[config.mk]
export PLATFORM = sky130hd
export DESIGN_NAME = zext_pack_ctrl
export DESIGN_NICKNAME = d
export VERILOG_FILES = /design/src/rtl/zext_pack_ctrl.sv
export SDC_FILE = /design/constraint.sdc
export NUM_CORES = 1
export LEC_CHECK = 0
export CORE_AREA = 3 3 127 129
export DETAILED_ROUTE_END_ITERATION = 10
export DIE_AREA = 0 0 130 132
export PLACE_DENSITY = 0.59
export SKIP_LAST_GASP = 1
export SLEW_MARGIN = 10
export SYNTH_ARGS = -nofsm -noshare
export SYNTH_HDL_FRONTEND = slang
export SYNTH_SLANG_ARGS = --single-unit
[constraint.sdc]
create_clock -name clk -period 2.4 [get_ports clk]
set_input_delay 0.48 -clock clk [delete_from_list [all_inputs] [get_ports clk]]
set_output_delay 0.48 -clock clk [all_outputs]
set_load 0.03 [all_outputs]
[src/rtl/zext_pack_ctrl.sv]
// Packs a 32-bit word stream into 64-bit beats, low word first, or emits each
// word zero-extended when zext_mode is set at the start of a pair.
module zext_pack_ctrl #(
    parameter int unsigned CNT_W = 16
) (
    input  logic             clk,
    input  logic             rst,
    input  logic             zext_mode,
    input  logic             s_valid,
    output logic             s_ready,
    input  logic [31:0]      s_data,
    input  logic             s_last,
    output logic             m_valid,
    input  logic             m_ready,
    output logic [63:0]      m_data,
    output logic [1:0]       m_keep,
    output logic             m_last,
    output logic [CNT_W-1:0] frame_cnt,
    output logic [CNT_W-1:0] beat_cnt,
    output logic             busy
);

    logic        lo_vld;
    logic [31:0] lo_q;
    logic        mode_q;

    logic out_free;
    logic accept;
    logic handoff;
    logic pair_load;
    logic solo_load;
    logic low_load;

    assign out_free  = !m_valid || m_ready;
    assign s_ready   = out_free;
    assign accept    = s_valid && s_ready;
    assign handoff   = m_valid && m_ready;

    // A pending low word always belongs to a normal-mode pair; the mode
    // sampled when it arrived governs the pair, not the current zext_mode.
    assign pair_load = accept && lo_vld && !mode_q;
    assign solo_load = accept && !lo_vld && (zext_mode || s_last);
    assign low_load  = accept && !lo_vld && !zext_mode && !s_last;

    assign busy = lo_vld || m_valid;

    always_ff @(posedge clk) begin
        if (rst) begin
            lo_vld    <= 1'b0;
            lo_q      <= 32'h0;
            mode_q    <= 1'b0;
            m_valid   <= 1'b0;
            m_data    <= 64'h0;
            m_keep    <= 2'b00;
            m_last    <= 1'b0;
            frame_cnt <= '0;
            beat_cnt  <= '0;
        end else begin
            if (handoff) begin
                beat_cnt <= beat_cnt + CNT_W'(1);
                if (m_last) begin
                    frame_cnt <= frame_cnt + CNT_W'(1);
                end
            end

            // A new beat may load on the same edge the previous one leaves.
            if (pair_load) begin
                m_valid <= 1'b1;
                m_data  <= {s_data, lo_q};
                m_keep  <= 2'b11;
                m_last  <= s_last;
            end else if (solo_load) begin
                m_valid <= 1'b1;
                m_data  <= {32'h0, s_data};
                m_keep  <= 2'b01;
                m_last  <= s_last;
            end else if (handoff) begin
                m_valid <= 1'b0;
            end

            if (accept && !lo_vld) begin
                mode_q <= zext_mode;
            end

            if (low_load) begin
                lo_q   <= s_data;
                lo_vld <= 1'b1;
            end else if (pair_load) begin
                lo_vld <= 1'b0;
            end
        end
    end

endmodule

* Word-level counts from Yosys, hierarchy flattened
Cells that the tools add are included.
** Cells by class
- Reductions and logical operators :: 20
- Muxes and demuxes :: 11
- Add/subtract/negate cells :: 2
** Operators by type and width (count)
- two-way mux 64 bit :: 2
- adder 16 x 1 -> 16 bit, second input constant :: 2
- logical AND 1 bit :: 8
- two-way mux 1 bit :: 7
- zero test 1 bit :: 5
- two-way mux 2 bit :: 2
- nonzero test 2 bit :: 2
- logical OR 1 bit :: 3
- nonzero test 3 bit :: 1
- AND reduction 2 bit :: 1
** Word-level totals
- Bits in registers :: 134
- Bits of input ports :: 38
- Word-level logic and storage cells :: 42

* Logic depth before layout (Yosys ltp)
- Depth in word-level cells :: 7
- Gate-level depth with buffers :: 9
- Depth with buffers taken out :: 5

* Least setup slack after synthesis
OpenSTA, ideal clock, no wires.
- Kind :: flip-flop to flip-flop
- From :: register m_valid
- To :: register m_data[10]
- Data required time :: 2.268 ns
- Setup slack :: 0.397 ns
- Cell stages (with the launch flop) :: 9
- Arrival time :: 1.871 ns
- Buffers on the path :: 3
- Path through :: dfxtp_1 -> buf_4 -> nor2b_1 -> inv_2 -> and3_1 -> clkbuf_1 -> clkbuf_1 -> a22oi_1 -> a21oi_1
** On the way
- Cells in the longest elaborated chain, start to end :: 6
** RTL lines
- start, declared :: line 13 : output logic m_valid,
- start signal, assigned :: line 52 : m_valid <= 1'b0;
- start signal, assigned :: line 68 : m_valid <= 1'b1;
- start signal, assigned :: line 73 : m_valid <= 1'b1;
- zero test 1 bit * :: line 34 : assign out_free = !m_valid || m_ready;
- logical OR 1 bit * :: line 34
- via s_ready :: line 10 : output logic s_ready,
- logical AND 1 bit * :: line 36 : assign accept = s_valid && s_ready;
- logical AND 1 bit, on equally long branches (2 in a row) :: line 41, 42
- two-way mux 64 bit / nonzero test 2 bit (equally long branches)
- end signal, assigned :: line 69 : m_data <= {s_data, lo_q};
- end signal, assigned :: line 74 : m_data <= {32'h0, s_data};
- end, declared :: line 15 : output logic [63:0] m_data,
The timed path passes the listed nets; every way through them passes the cells marked *.
A chain may end at the register's enable or synchronous reset.

* Final worst setup path
- From :: input port m_ready
- To :: output port s_ready
** On the way
- Cells in the longest elaborated chain, start to end :: 1
** RTL lines
- start, declared :: line 14 : input logic m_ready,
- logical OR 1 bit :: line 34
- end, declared :: line 10
No other way between the ends.

==> impl_metrics.toml <==
[clocking]
cts-root-buf = "clkbuf_16"
cts_tree = "done"
clock_path_buffers = 2
cts_resized = 0
cts_setup_buffers = 0
cts_buffers = 17
htree_levels = 4
holdBufCountCts = 0
clk_pin_slew_worst_paths_ps = 60
clkSinkCount = 134
clock_latency_ps = 420

[placed_design]
place_ws_ps = 123
portBuffers = 139
place.gp.congestion = 0.771
dpl_cell_area_um2 = 6880
hpwl_mm = 10.1

[setup_path]
cp.required_ps = 1920
cp_slowest_stage_delay_ps = 600
worst-path-max-fanout = 2
crit_top_cell = "clkdlybuf4s50_1"
crit_type = "in2out"
cp_slowest_cell = "clkdlybuf4s50_1"
end_kind = "output port"
start_kind = "primary input"
cp_top_family = "buffers and inverters"
cp.arrival_ps = 1780
crit_chain = "clkdlybuf4s50_1 > nor2b_1 > inv_2 > clkdlybuf4s50_1"
cp.buffers_inverters = 3

[routing]
first_iter_violations = 259
wl_per_cell_um = 16.2
wl_met1_mm = 6.93
route.met2.wl_mm = 7.11
ant_nets = 0
wl_met3_mm = 1.02
vias_per_cell = 5.26
drtPass1Iterations = 4
drc = 0
vias = 5000
route.top_layer_used = "met4"
wl_mm = 15.3

[timing]
period_needed_ps = 2260
drv_slew = 0
fmax_mhz = 443
rsz0062_at_grt = "false"
maxSlewHeadroom = 0.668
finalSetupTns_ps = 0
hold_viol_final = 0
worst_clock_skew_ps = 7.96
fin_crit_sh = 0.940
tightestPinTransition_ps = 498
setup_ws_ps = 144
setup_viol = 0

[global_routing]
grt_pass1_wl_mm = 25.1
grtUsageTotal = 0.181
grt_max_degree = 66
antenna_found_initial = 0
grt_pass1_vias = 4917
overflow = 0

[floorplanning]
die_area_um2 = 17200
pin_count = 140
std_cell_rows = 45
initial_utilization = 0.344
coreArea_um2 = 15100
fp.dieH_um = 132
die_x_um = 130

[final_layout]
drive_gt1_frac = 0.0840
num_antenna_cells = 0
fill_cells = 1426
layout.nets = 789
utilization = 0.501
area_growth_pct = 45.7
stdcell_area_um2 = 7590

[synth]
synth_cells = 627
syn_area_per_cell_um2 = 8.31
synth_seq_cells = 134
yosysWarnings = 0
syn_area_um2 = 5210
yosysUniqueCellTypes = 34
synth_seq_area_share = 0.515
syn-num-nets = 667

[power_and_ir_drop]
p_leak_nw = 2.57
power_density_nw_per_um2 = 793
ir_drop_v = 0.000492
power_mw = 6.02

[status]
status = "completed"

[flow_run]
max_cap_viol_count = 0

[min_path]
hold_path_class = "reg2reg"
-- sequential cells by signal (all words and copies together) (netlist names) --
| signal | count |
|---|---|
| m_keep | 2 |
| frame_cnt | 16 |
| beat_cnt | 16 |
| lo_vld | 1 |
| m_last | 1 |
| mode_q | 1 |
| lo_q | 32 |
| m_valid | 1 |
| m_data | 64 |
-- cell families (layout without fill, tap and decap cells) --
family / after synthesis / in the layout / synth area share
simple gates: 263 / 263 / 0.237
flops: 134 / 134 / 0.515
xor+xnor: 22 / 22 / 0.0370
buf+inv: 54 / 189 / 0.0430
compound gates: 151 / 151 / 0.161
fa+ha+maj: 2 / 2 / 0.00480
mux: 1 / 1 / 0.00192
-- path summary, 6_finish.rpt --
check / startpoint / to / slack (ps) / cells past startpoint
max: m_ready / s_ready / 140 / 4
max reg2reg: beat_cnt[3]$_SDFFE_PP0P_ / beat_cnt[15]$_SDFFE_PP0P_ / 550 / 4
min reg2reg: lo_q[23]$_SDFFE_PP0P_ / lo_q[23]$_SDFFE_PP0P_ / 450 / 2
min: lo_q[23]$_SDFFE_PP0P_ / lo_q[23]$_SDFFE_PP0P_ / 450 / 2
-- area by class of cell --
cell class / instances / area [um2] / share of cell area
clock buffer: 20 / 467 / 0.0615
clock inverter: 12 / 245 / 0.0323
multi-input combinational: 439 / 2320 / 0.305
tap: 188 / 235 / 0.0310
sequential: 134 / 2680 / 0.354
timing repair buffer: 155 / 1630 / 0.215
inverter: 2 / 7.51 / 0.000989
-- metal layers --
layer | GRT usage | vias to the layer above
li1 | - | 2432
met1 | 0.232 | 2375
met2 | 0.290 | 173
met3 | 0.0502 | 20
met4 | 0.0647 | 0
met5 | 0 | -
-- report_power, final --
part | internal, mW | switching [mW]
Clock | 2.14 | 0.967
Combinational | 0.233 | 0.342
Sequential | 2.29 | 0.0434
Total | 4.66 | 1.35
-- tightest hold or removal path: cells and delay by family, from the launching register on --
kind | cells | cell delay [ps]
flops | 1 | 310
compound gates | 1 | 50
simple gates | 1 | 50
-- placed cells by master (no fill, tap or decap), types with 2 or more instances in the layout --
cell type        netlist  layout
buf_12                 0      10
clkbuf_16              0      17
nand4_1                8       8
nand3_2                1       2
nor2_1                28      28
xnor2_1               10      10
a21oi_1              109     109
nand2_1              108     108
bufinv_16              0       7
xor2_1                12      12
clkbuf_8               0       3
or2_2                  3       3
a22oi_1               32      32
and4_1                 4       4
clkdlybuf4s50_1        0     138
and3_1                 4       3
nor3_1                 7       7
clkinv_2               0       2
or3_2                  2       3
nor4_1                 4       4
nand3_1               79      78
ha_1                   2       2
o31ai_1                2       2
or3_1                  5       4
nor2b_1                3       3
buf_4                  2       7
dfxtp_1              134     133
o21ai_0                8       8
or4_1                  2       2
-- synthesized netlist by cell type --
cell	number	area, um2
or3_4	1	11.3
xor2_1	12	105
xnor2_1	10	87.6
a22oi_1	32	240
and3_1	4	25.0
clkbuf_1	33	124
a21oi_1	109	546
nand2b_1	1	6.26
ha_1	2	25.0
nor2_1	28	105
o31ai_1	2	15.0
mux2i_1	1	10.0
or3_1	5	31.3
and4_2	1	10.0
inv_2	1	3.75
nand4_2	1	12.5
or3_2	2	15.0
buf_4	2	15.0
buf_2	11	55.1
nand4_1	8	50.1
nor3_2	1	10.0
buf_1	6	22.5
nor3_1	7	35.0
or2_2	3	18.8
o21ai_0	8	40.0
or4_1	2	15.0
and4_1	4	35.0
nor2b_1	3	18.8
nor4_1	4	25.0
nand3_1	79	395
dfxtp_1	134	2680
nand3_2	1	10.0
inv_1	1	3.75
nand2_1	108	405
-- through the flow --
step	instances	hold slack (ps)
global placement	918	442
global route	950	476
CTS	950	455
finish	950	454
floorplan	627	437
detailed placement	918	447
(Power assumes the default switching activity.)
